[config.mk]
export PLATFORM = sky130hd
export DESIGN_NAME = prime_search_engine_flat
export DESIGN_NICKNAME = d
export VERILOG_FILES = /design/src/rtl/prime_search_engine_pkg.sv /design/src/rtl/prime_search_engine_if.sv /design/src/rtl/prime_mod_unit.sv /design/src/rtl/prime_search_engine.sv /design/src/flat_wrapper.sv
export SDC_FILE = /design/constraint.sdc
export NUM_CORES = 1
export LEC_CHECK = 0
export CORE_ASPECT_RATIO = 1.4
export CORE_MARGIN = 3
export CORE_UTILIZATION = 40
export CTS_BUF_LIST = sky130_fd_sc_hd__clkbuf_2 sky130_fd_sc_hd__clkbuf_4 sky130_fd_sc_hd__clkbuf_8
export DETAILED_ROUTE_END_ITERATION = 12
export GPL_ROUTABILITY_DRIVEN = 0
export HOLD_SLACK_MARGIN = 0.02
export SYNTH_ARGS = -nofsm -noshare
export SYNTH_HDL_FRONTEND = slang
export SYNTH_SLANG_ARGS = --single-unit
[constraint.sdc]
create_clock -name clk -period 11.6 [get_ports clk]
set_clock_uncertainty 0.15 [all_clocks]
set_input_delay 2.32 -clock clk [delete_from_list [all_inputs] [get_ports clk]]
set_output_delay 2.32 -clock clk [all_outputs]
set_load 0.005 [all_outputs]
[src/rtl/prime_search_engine_pkg.sv]
// Shared constants and types for the prime search engine and its remainder unit.
package prime_search_engine_pkg;

   localparam int DEF_WIDTH = 20;
   localparam int DIV_LAT   = DEF_WIDTH + 1;

   localparam logic [DEF_WIDTH-1:0] RESET_PRIME = 20'd888888;

   typedef enum logic [2:0] {
      IDLE      = 3'd0,
      LOAD      = 3'd1,
      CHECK     = 3'd2,
      DIVIDE    = 3'd3,
      NEXT_CAND = 3'd4,
      DONE      = 3'd5
   } state_e;

endpackage

[src/rtl/prime_search_engine_if.sv]
// Handshake between the prime-finder top level (master) and the search engine (slave).
interface prime_search_engine_if
   import prime_search_engine_pkg::*;
#(
   parameter int WIDTH = DEF_WIDTH
);
   logic             en;
   logic [WIDTH-1:0] limit;
   logic [WIDTH-1:0] largest_prime;
   logic             complete;
   logic             busy;

   modport master (output en, limit, input largest_prime, complete, busy);
   modport slave  (input en, limit, output largest_prime, complete, busy);
endinterface

[src/rtl/prime_mod_unit.sv]
// Restoring sequential remainder unit: one dividend bit per cycle, done pulses WIDTH cycles after start.
module prime_mod_unit
   import prime_search_engine_pkg::*;
#(
   parameter int WIDTH = DEF_WIDTH
) (
   input  logic             clk,
   input  logic             RTC_Reset,
   input  logic             clr,
   input  logic             start,
   input  logic [WIDTH-1:0] dividend,
   input  logic [WIDTH-1:0] divisor,
   output logic [WIDTH-1:0] rem,
   output logic             done
);
   localparam int CNT_W = $clog2(WIDTH + 1);

   logic [WIDTH-1:0] q_sh;
   logic [WIDTH-1:0] dvsr;
   logic [CNT_W-1:0] cnt;
   logic [WIDTH:0]   trial;

   // Partial remainder shifted left with the next dividend bit; always < 2*divisor.
   assign trial = {rem, q_sh[WIDTH-1]};

   // NOTE: every flop here is written with <= so all registers update from pre-edge values.
   always_ff @(posedge clk or negedge RTC_Reset) begin
      if (!RTC_Reset) begin
         q_sh <= '0;
         dvsr <= '0;
         rem  <= '0;
         cnt  <= '0;
         done <= 1'b0;
      end else if (clr) begin
         rem  <= '0;
         cnt  <= '0;
         done <= 1'b0;
      end else if (start) begin
         q_sh <= dividend;
         dvsr <= divisor;
         rem  <= '0;
         cnt  <= CNT_W'(WIDTH);
         done <= 1'b0;
      end else if (cnt != '0) begin
         rem  <= (trial >= {1'b0, dvsr}) ? WIDTH'(trial - {1'b0, dvsr}) : trial[WIDTH-1:0];
         q_sh <= {q_sh[WIDTH-2:0], 1'b0};
         cnt  <= cnt - CNT_W'(1);
         done <= (cnt == CNT_W'(1));
      end else begin
         done <= 1'b0;
      end
   end

endmodule

[src/rtl/prime_search_engine.sv]
// Finds the largest prime strictly below limit by trial division with odd divisors,
// stepping the candidate down until a prime (or nothing below 2) is found.
module prime_search_engine
   import prime_search_engine_pkg::*;
#(
   parameter int WIDTH = DEF_WIDTH
) (
   input  logic                 clk,
   input  logic                 RTC_Reset,
   prime_search_engine_if.slave bus
);
   state_e             state;
   logic [WIDTH-1:0]   cand;
   logic [WIDTH-1:0]   d;
   logic [WIDTH-1:0]   lp;
   logic [WIDTH-1:0]   rem;
   logic [2*WIDTH-1:0] d_sq;
   logic               div_start;
   logic               div_done;
   logic               cand_small;
   logic               cand_tiny_prime;
   logic               d_sq_over;

   // Full-width square so the bound test cannot overflow for any divisor value.
   assign d_sq            = (2*WIDTH)'(d) * (2*WIDTH)'(d);
   assign d_sq_over       = d_sq > (2*WIDTH)'(cand);
   assign cand_small      = cand < WIDTH'(2);
   assign cand_tiny_prime = (cand == WIDTH'(2)) || (cand == WIDTH'(3));
   assign div_start       = (state == CHECK) && bus.en && !cand_small && !cand_tiny_prime
                            && cand[0] && !d_sq_over;

   prime_mod_unit #(.WIDTH(WIDTH)) u_mod (
      .clk      (clk),
      .RTC_Reset(RTC_Reset),
      .clr      (!bus.en),
      .start    (div_start),
      .dividend (cand),
      .divisor  (d),
      .rem      (rem),
      .done     (div_done)
   );

   always_ff @(posedge clk or negedge RTC_Reset) begin
      if (!RTC_Reset) begin
         state <= IDLE;
         cand  <= '0;
         d     <= WIDTH'(3);
         lp    <= WIDTH'(RESET_PRIME);
      end else if (!bus.en) begin
         // Dropping en aborts any search or leaves DONE; the result is left untouched.
         state <= IDLE;
      end else begin
         case (state)
            IDLE: state <= LOAD;
            LOAD: begin
               cand  <= (bus.limit < WIDTH'(2)) ? '0 : bus.limit - WIDTH'(1);
               d     <= WIDTH'(3);
               state <= CHECK;
            end
            CHECK: begin
               if (cand_small) begin
                  lp    <= '0;
                  state <= DONE;
               end else if (cand_tiny_prime || (cand[0] && d_sq_over)) begin
                  lp    <= cand;
                  state <= DONE;
               end else if (!cand[0]) begin
                  state <= NEXT_CAND;
               end else begin
                  state <= DIVIDE;
               end
            end
            DIVIDE: begin
               if (div_done) begin
                  if (rem == '0) begin
                     state <= NEXT_CAND;
                  end else begin
                     d     <= d + WIDTH'(2);
                     state <= CHECK;
                  end
               end
            end
            NEXT_CAND: begin
               cand  <= cand - WIDTH'(1);
               d     <= WIDTH'(3);
               state <= CHECK;
            end
            DONE:    state <= DONE;
            default: state <= IDLE;
         endcase
      end
   end

   assign bus.largest_prime = lp;
   assign bus.complete      = (state == DONE);
   assign bus.busy          = (state == LOAD) || (state == CHECK) ||
                              (state == DIVIDE) || (state == NEXT_CAND);

endmodule

[src/flat_wrapper.sv]
// flat-port wrapper written by rule: the top's interface ports become plain ports
module prime_search_engine_flat import prime_search_engine_pkg::*;
#(
   parameter int WIDTH = DEF_WIDTH
)
  (clk, RTC_Reset, bus_en, bus_limit, bus_largest_prime, bus_complete, bus_busy);
  prime_search_engine_if #(.WIDTH(WIDTH)) bus_i ();
  input  logic clk;
  input  logic RTC_Reset;
  input wire logic [$bits(bus_i.en)-1:0] bus_en;
  input wire logic [$bits(bus_i.limit)-1:0] bus_limit;
  output wire logic [$bits(bus_i.largest_prime)-1:0] bus_largest_prime;
  output wire logic [$bits(bus_i.complete)-1:0] bus_complete;
  output wire logic [$bits(bus_i.busy)-1:0] bus_busy;
  assign bus_i.en = bus_en;
  assign bus_i.limit = bus_limit;
  assign bus_largest_prime = bus_i.largest_prime;
  assign bus_complete = bus_i.complete;
  assign bus_busy = bus_i.busy;
  prime_search_engine #(.WIDTH(WIDTH)) u_core (.clk(clk), .RTC_Reset(RTC_Reset), .bus(bus_i));
endmodule
==> results.json, run 1 <==
{
  "status": "finished clean",
  "yosysUniqueCellTypes": 83,
  "finalPower_mw": 3.48,
  "fillers": 4907,
  "ant_nets": 0,
  "dieArea_mm2": 0.0534,
  "num_rows": 96,
  "grt_usage": 0.215,
  "clock_path_buffers": 2,
  "fmax_mhz": 96.7,
  "startpoint": "u_core.d[6]",
  "synth_area_mm2": 0.0203,
  "irDropWorstVdd_mv": 0.104,
  "powerDensity_mw_per_mm2": 161,
  "wl_mm": 56.3,
  "synth_top_family_by_area": "adder cells",
  "vias": 16300,
  "synth_top_area_cell": "fa_1",
  "muxShareOfSynthArea": 0.0133,
  "cts.sink_count": 129,
  "htree_levels": 4,
  "rr_startpoint": "u_core.d[6]",
  "power_leakage_nw": 11.1,
  "drtPass1Iterations": 5,
  "drcViolationCount": 0,
  "slew_violations": 0,
  "rsz0062_at_grt": "no",
  "cts_setup_buffers": 0,
  "cp.arrival_ns": 10.56,
  "setup_viol": 0,
  "path_common_cell": "fa_1",
  "start_kind": "register",
  "multi_input_area_mm2": 0.0149,
  "hold_viol": 0,
  "clk_pin_slew_worst_paths_ns": 0.08,
  "postCtsHoldBufs": 0,
  "grt_pass1_wl_mm": 91.3,
  "synth-edff-count": 0,
  "final_cell_area_mm2": 0.0216,
  "synth-adder-area-share": 0.401,
  "antenna_found_initial": 2,
  "netlist_instances": 2331,
  "grt_pass1_vias": 17600,
  "drive_above_1_share": 0.0469,
  "finalNonFillerCells": 2961,
  "root_buffer": "clkbuf_8",
  "synth_top_area_frac": 0.278,
  "cpMaxStageDelayCell": "a211oi_4",
  "placed_cell_area_mm2": 0.0212,
  "crit_path_max_fanout": 20,
  "grt-ovfl-total": 0,
  "dp.cells": 2928,
  "hp-start": "u_core.bus.largest_prime[3]",
  "period_minus_slack_ns": 10.34,
  "drt-initial-drc-count": 859,
  "clk_latency_ns": 0.50,
  "nNetsFinal": 2813,
  "min_period_over_period": 0.891,
  "maxCapViolations": 0,
  "synth_nets": 2834,
  "die_y_um": 272,
  "synth_xor_area_frac": 0.0406,
  "synthTopCellsByArea": "fa_1 28%, dfrtp_1 15%, ha_1 12%",
  "whs_ns": 0.318,
  "synthFlopType": "dfrtp_1",
  "hpwlAfterDp_mm": 45.4,
  "finalSetupTns_ns": 0,
  "cp-end-kind": "register",
  "worstPathRequired_ns": 11.82,
  "routedWlPerCell_um": 19.0,
  "core_mm2": 0.0496,
  "seq_area_frac_synth": 0.160,
  "dieWidth_um": 196,
  "numCtsBuffers": 17,
  "ff_latch_area_mm2": 0.00324,
  "cts_tree": "built",
  "synthArstFlopShare": 1.00,
  "synth_compound_area_frac": 0.113,
  "syn_to_final_growth_pct": 6.62,
  "critPathMaxStageDelay_ns": 0.92,
  "holdCritPathClass": "register to register",
  "floorplan.initialDensity": 0.408,
  "cts_repair_resize_count": 0,
  "port_buffers": 44,
  "ys_ff_latch": 129,
  "synthSimpleGateAreaFrac": 0.167,
  "max_slew_margin": 0.267,
  "drt-vias-per-instance": 5.51,
  "tightest_slew_ns": 1.10,
  "ios": 45,
  "ys.warnings.count": 0,
  "syn_area_per_cell_um2": 8.69,
  "critPathKind": "register to register",
  "grt_max_degree": 73
}
## synth_stat cells (4+ instances only)
library cell	number
a211oi_1	19
xor2_1	35
nor2_1	125
o21ai_0	86
a22o_1	11
mux2_2	11
o221ai_1	5
nand3_1	35
fa_1	281
nand2_1	235
clkbuf_1	85
or3_1	15
o41ai_1	5
nand4_1	15
xnor2_1	59
clkinv_1	5
or4_1	5
inv_1	450
o2bb2ai_1	4
nor2b_1	10
nor3b_1	6
or2_2	10
o31ai_1	5
a21o_1	20
a21boi_0	6
mux2i_1	4
mux2_4	7
dfstp_2	10
dfrtp_1	119
ha_1	199
nand2b_1	11
o211ai_1	11
buf_2	10
a31oi_1	13
and2_1	73
o21a_1	6
and3_1	11
o22ai_1	29
nor3_1	109
a211o_1	5
nor4_1	18
a21oi_1	81
and4_1	7
## where the power goes
group / total (mW) / switching (mW) / internal [mW]
clock network: 0.386 / 0.229 / 0.157
registers: 0.879 / 0.257 / 0.621
logic: 2.21 / 1.30 / 0.913
total: 3.48 / 1.79 / 1.69
## worst max-delay path: cells and delay by family (launching register included)
family	cells	cell delay (ns)
XOR/XNOR	1	0.17
adder cells (fa/ha/maj)	9	4.22
AO/OA/AOI/OAI	6	2.12
buffers and inverters	5	0.91
AND/OR/NAND/NOR	7	1.33
multiplexers	1	0.42
flip-flops	1	0.90
## metrics by stage
step	utilization	worst slack, ns
2_1_floorplan	-	2.77
3_3_place_gp	0.428	1.46
3_5_place_dp	0.428	1.25
4_1_cts	0.435	1.24
5_1_grt	0.435	0.704
6_report	0.435	1.26
## layout by cell type (no fill, tap or decap), types with 59 or more instances in the layout
master   synthesis  layout
o21ai_0         86      86
inv_1          450     450
ha_1           199     199
xnor2_1         59      59
nor2_1         125     124
and2_1          73      73
a21oi_1         81      81
nand2_1        235     235
fa_1           281     281
nor3_1         109     109
dfrtp_1        119     119
## sequential cells by signal, summed over array words and instances, names as in the netlist
name and count:
u_core.u_mod.dvsr 20, u_core.u_mod.cnt 5, u_core.u_mod.q_sh 20, u_core.u_mod.rem 20, u_core.bus.largest_prime 20, u_core.state 3
u_core.cand 20, u_core.u_mod.done 1, u_core.d 20
## final timing paths
check / end / slack (ns) / cells past startpoint
min reg2reg: u_core.bus.largest_prime[3] / 0.32 / 2
max: u_core.bus.largest_prime[7] / 1.26 / 29
min: u_core.bus.largest_prime[3] / 0.32 / 2
max reg2reg: u_core.bus.largest_prime[7] / 1.26 / 29
max in group asynchronous: u_core.d[5] / 8.28 / 2
min in group asynchronous: u_core.bus.largest_prime[13] / 1.63 / 1
## area by class of cell
type                       instances  area share
antenna                            1    0.000116
clock buffer                      17      0.0108
clock inverter                    15     0.00655
inverter                         455      0.0791
multi-input combinational       1646       0.690
sequential                       129       0.150
tap                              637      0.0369
timing repair buffer              61      0.0264
## routing by layer
layer	GRT usage	vias to the layer above	wire length, um
li1	-	7521	-
met1	0.246	8162	21800
met2	0.394	483	29400
met3	0.0205	142	2070
met4	0.112	0	3100
met5	0	-	0
## logic make-up (layout without fill, tap and decap cells)
family / after synthesis / count (layout)
xor gates and xnor gates: 94 / 94
AOI/OAI and AO/OA: 349 / 349
other: 0 / 1
DFF: 129 / 129
adders and majority gates: 481 / 481
muxes: 22 / 22
buffers and inverters: 556 / 548
and+or+nand+nor: 700 / 700
Power figures use the tool's default switching activity.
==> run 2, diff against run 1 <==
--- a/config.mk
+++ b/config.mk
@@ -7,11 +7,13 @@
 export LEC_CHECK = 0
 export CORE_ASPECT_RATIO = 1.4
 export CORE_MARGIN = 3
-export CORE_UTILIZATION = 40
+export CORE_UTILIZATION = 50
 export CTS_BUF_LIST = sky130_fd_sc_hd__clkbuf_2 sky130_fd_sc_hd__clkbuf_4 sky130_fd_sc_hd__clkbuf_8
 export DETAILED_ROUTE_END_ITERATION = 12
 export GPL_ROUTABILITY_DRIVEN = 0
 export HOLD_SLACK_MARGIN = 0.02
+export PLACE_DENSITY = 0.66
 export SYNTH_ARGS = -nofsm -noshare
 export SYNTH_HDL_FRONTEND = slang
 export SYNTH_SLANG_ARGS = --single-unit
+export TNS_END_PERCENT = 30
==> results.json, run 2 (synthesis gave the netlist of run 1 again) <==
{
  "status": "finished clean",
  "drtPass1Iterations": 5,
  "port_buffers": 44,
  "path_common_cell": "fa_1",
  "core_mm2": 0.0397,
  "drt-vias-per-instance": 5.71,
  "grt_pass1_vias": 17200,
  "numCtsBuffers": 17,
  "hold_viol": 0,
  "r2r_slack_ns": 1.69,
  "hpwlAfterDp_mm": 44.3,
  "grt-ovfl-total": 0,
  "reg2reg_to": "u_core.bus.largest_prime[9]",
  "vias": 16300,
  "finalSetupTns_ns": 0,
  "antenna_found_initial": 0,
  "critPathKind": "register to register",
  "cts_repair_resize_count": 0,
  "met3_usage": 0.0354,
  "grt_pass1_wl_mm": 88.7,
  "routedWlPerCell_um": 19.0,
  "floorplan.initialDensity": 0.510,
  "clock_path_buffers": 2,
  "min_period_over_period": 0.854,
  "layout_common_cells": "450 x inv_1, 281 x fa_1, 235 x nand2_1",
  "clk_latency_ns": 0.49,
  "cts.sink_count": 129,
  "power_leakage_nw": 11.1,
  "cts_tree": "built",
  "syn_to_final_growth_pct": 6.15,
  "rr_startpoint": "u_core.d[6]",
  "min_path_cells": 2,
  "wl_mm": 54.3,
  "grt_use_met2": 0.467,
  "setup_viol": 0,
  "drive_above_1_share": 0.0477,
  "drt-initial-drc-count": 1024,
  "critPathMaxStageDelay_ns": 0.89,
  "clk_pin_slew_worst_paths_ns": 0.09,
  "grt_max_degree": 85,
  "nNetsFinal": 2816,
  "fmax_mhz": 101,
  "max_slew_margin": 0.292,
  "dieArea_mm2": 0.0430,
  "ios": 45,
  "final_common_cell": "inv_1",
  "use_met1": 0.301,
  "cts_setup_buffers": 0,
  "dieWidth_um": 176,
  "root_buffer": "clkbuf_8",
  "cp.arrival_ns": 10.13,
  "holdCritPathClass": "register to register",
  "slew_violations": 0,
  "cpMaxStageDelayCell": "a211oi_4",
  "finalNonFillerCells": 2855,
  "cp-end-kind": "register",
  "grt_usage": 0.261,
  "rsz0062_at_grt": "no",
  "num_rows": 86,
  "reg2regPathDepth": 29,
  "dp.cells": 2822,
  "maxCapViolations": 0,
  "ant_nets": 0,
  "start_kind": "register",
  "htree_levels": 4,
  "worstPathRequired_ns": 11.83,
  "grt.busiest_layer": "met2",
  "postCtsHoldBufs": 0,
  "crit_path_max_fanout": 20,
  "irDropWorstVdd_mv": 0.110,
  "tightest_slew_ns": 1.05,
  "powerDensity_mw_per_mm2": 162,
  "min_to": "u_core.u_mod.dvsr[10]",
  "drcViolationCount": 0,
  "fillers": 3626,
  "die_y_um": 244,
  "hp-start": "u_core.u_mod.dvsr[10]",
  "period_minus_slack_ns": 9.91
}
-- run 2: power by group --
part	total [mW]	switching [mW]	leakage, nW	internal [mW]
clock	0.404	0.225	0.197	0.179
combinational	2.22	1.30	9.28	0.921
sequential	0.857	0.235	1.64	0.622
total	3.48	1.76	11.1	1.72
-- run 2: per-stage QoR --
step	setup WS, ns	util	power (mW)	hold slack (ns)	cell area [um^2]
final	1.69	0.542	3.48	0.317	21500
after global routing	1.23	0.542	3.81	0.342	21500
after floorplan	2.77	-	2.40	0.289	20300
after detailed placement	1.74	0.531	3.08	0.306	21100
after CTS	1.71	0.542	3.49	0.323	21500
after global placement	1.97	0.531	3.03	0.303	21100
-- run 2: worst max-delay path: cells and delay by family, from the launching register on --
family / cells / cell delay (ns)
adder cells (fa/ha/maj): 9 / 4.11
multiplexers: 1 / 0.41
AO/OA/AOI/OAI: 6 / 2.09
buffers and inverters: 5 / 0.68
XOR/XNOR: 1 / 0.17
flip-flops: 1 / 0.82
AND/OR/NAND/NOR: 7 / 1.31
-- run 2: area by class of cell --
type	count	area (um^2)	area share
diodes	1	2.50	0.000116
clock buffers	17	234	0.0109
clock inverters	15	165	0.00768
multi-input cells	1646	14900	0.693
flip-flops and latches	129	3240	0.151
well taps	528	661	0.0307
repair buffers	64	592	0.0275
inverters	455	1710	0.0794
-- run 2: worst max path at each step --
| stage | startpoint | to | slack (ns) | cells after the start |
|---|---|---|---|---|
| floorplan | u_core.d[2] | u_core.bus.largest_prime[13] | 2.77 | 36 |
| global placement | u_core.d[4] | u_core.bus.largest_prime[11] | 1.97 | 31 |
| detailed placement | u_core.d[6] | u_core.bus.largest_prime[9] | 1.74 | 29 |
| CTS | u_core.d[6] | u_core.bus.largest_prime[9] | 1.71 | 29 |
| global route | u_core.d[4] | u_core.bus.largest_prime[10] | 1.23 | 31 |
| finish | u_core.d[6] | u_core.bus.largest_prime[9] | 1.69 | 29 |
-- run 2: metal layers --
metal  share of wire  wire length [um]
met5               0                 0
met4           0.061              3320
met3           0.043              2350
met2            0.52             28000
met1            0.38             20600
==> run 3, diff against run 2 <==
--- a/config.mk
+++ b/config.mk
@@ -5,7 +5,7 @@
 export SDC_FILE = /design/constraint.sdc
 export NUM_CORES = 1
 export LEC_CHECK = 0
-export CORE_ASPECT_RATIO = 1.4
+export CORE_ASPECT_RATIO = 0.75
 export CORE_MARGIN = 3
 export CORE_UTILIZATION = 50
 export CTS_BUF_LIST = sky130_fd_sc_hd__clkbuf_2 sky130_fd_sc_hd__clkbuf_4 sky130_fd_sc_hd__clkbuf_8
==> results.json, run 3 (synthesis gave the netlist of run 1 again) <==
{
  "drtPass1Iterations": 6,
  "rsz0062_at_grt": "no",
  "fmax_mhz": 102,
  "slew_violations": 0,
  "nNetsFinal": 2815,
  "htree_levels": 4,
  "r2r_slack_ns": 1.76,
  "tightest_slew_ns": 1.31,
  "clock_path_buffers": 2,
  "status": "finished clean",
  "ios": 45,
  "layout_common_cells": "450 x inv_1, 281 x fa_1, 235 x nand2_1",
  "drive_above_1_share": 0.0473,
  "powerDensity_mw_per_mm2": 164,
  "root_buffer": "clkbuf_8",
  "hold_viol": 0,
  "crit_path_max_fanout": 20,
  "grt-ovfl-total": 0,
  "syn_to_final_growth_pct": 6.11,
  "cts.sink_count": 129,
  "max_slew_margin": 0.121,
  "reg2reg_to": "u_core.bus.largest_prime[8]",
  "final_util": 0.541,
  "cp.arrival_ns": 10.06,
  "grt_pass1_vias": 16600,
  "holdCritPathClass": "register to register",
  "drcViolationCount": 0,
  "fin_ws_ns": 1.76,
  "maxCapViolations": 0,
  "grt_usage": 0.266,
  "cts_tree": "built",
  "grt_pass1_wl_mm": 91.0,
  "num_rows": 63,
  "min_path_cells": 2,
  "cpMaxStageDelayCell": "a211oi_4",
  "hp-start": "u_core.u_mod.dvsr[19]",
  "worstPathRequired_ns": 11.82,
  "clk_latency_ns": 0.49,
  "period_minus_slack_ns": 9.84,
  "setup_viol": 0,
  "numCtsBuffers": 17,
  "drt-vias-per-instance": 5.73,
  "cts_setup_buffers": 0,
  "irDropWorstVdd_mv": 0.116,
  "min_to": "u_core.u_mod.dvsr[19]",
  "core_mm2": 0.0397,
  "die_y_um": 180,
  "wl_mm": 55.0,
  "dieWidth_um": 238,
  "clk_pin_slew_worst_paths_ns": 0.08,
  "n_antenna_cell": 0,
  "path_common_cell": "fa_1",
  "pre_cts_ws_ns": 1.85,
  "power_leakage_nw": 11.1,
  "start_kind": "register",
  "critPathKind": "register to register",
  "hpwlAfterDp_mm": 44.5,
  "port_buffers": 44,
  "finalSetupTns_ns": 0,
  "postCtsHoldBufs": 0,
  "min_period_over_period": 0.848,
  "vias": 16300,
  "antenna_found_initial": 3,
  "grt_max_degree": 75,
  "drt-initial-drc-count": 1415,
  "dieArea_mm2": 0.0430,
  "critPathMaxStageDelay_ns": 0.88,
  "ant_nets": 0,
  "reg2regPathDepth": 29,
  "final_common_cell": "inv_1",
  "cp-end-kind": "register",
  "cts_repair_resize_count": 0,
  "floorplan.initialDensity": 0.510,
  "routedWlPerCell_um": 19.3,
  "rr_startpoint": "u_core.d[6]"
}
[run 3: worst max path at each step]
stage / slack (ns) / cells after the start / to / from
2_1_floorplan: 2.77 / 36 / u_core.bus.largest_prime[13] / u_core.d[2]
4_1_cts: 1.80 / 31 / u_core.bus.largest_prime[8] / u_core.d[4]
6_report: 1.76 / 29 / u_core.bus.largest_prime[8] / u_core.d[6]
3_5_place_dp: 1.85 / 27 / u_core.bus.largest_prime[8] / u_core.d[4]
3_3_place_gp: 1.99 / 31 / u_core.bus.largest_prime[11] / u_core.d[4]
5_1_grt: 1.15 / 32 / u_core.bus.largest_prime[8] / u_core.d[4]
[run 3: metrics by stage]
step / cells / cell area [um^2] / hold slack (ns) / total power, mW
2_1_floorplan: 2331 / 20300 / 0.289 / 2.40
3_3_place_gp: 2813 / 21100 / 0.305 / 3.01
3_5_place_dp: 2813 / 21100 / 0.311 / 3.08
4_1_cts: 2845 / 21500 / 0.328 / 3.51
5_1_grt: 2845 / 21500 / 0.366 / 3.85
6_report: 2845 / 21500 / 0.323 / 3.53
[run 3: final cells by class]
cell class | count | area, um^2
tap | 520 | 651
fill | 3703 | 18200
inverter | 455 | 1710
timing repair buffer | 63 | 584
multi-input combinational | 1646 | 14900
clock inverter | 11 | 128
sequential | 129 | 3240
clock buffer | 21 | 283
[run 3: critical path: cells and delay by family, from the launching register on]
| kind | cells | cell delay, ns |
|---|---|---|
| AOI/OAI and AO/OA | 6 | 2.01 |
| xor gates and xnor gates | 1 | 0.17 |
| adders and majority gates | 9 | 4.15 |
| buffers and inverters | 5 | 0.72 |
| DFF | 1 | 0.81 |
| muxes | 1 | 0.42 |
| and+or+nand+nor | 7 | 1.28 |
[run 3: report_power, final]
group	switching (mW)	internal, mW
sequential	0.250	0.622
combinational	1.32	0.919
clock	0.208	0.211
total	1.78	1.75
[run 3: layer usage]
metal,vias to the layer above,part of all wire,GRT usage
li1,7528,-,-
met1,8053,0.47,0.399
met2,657,0.42,0.382
met3,68,0.095,0.0756
met4,4,0.018,0.0626
met5,-,0.00049,0
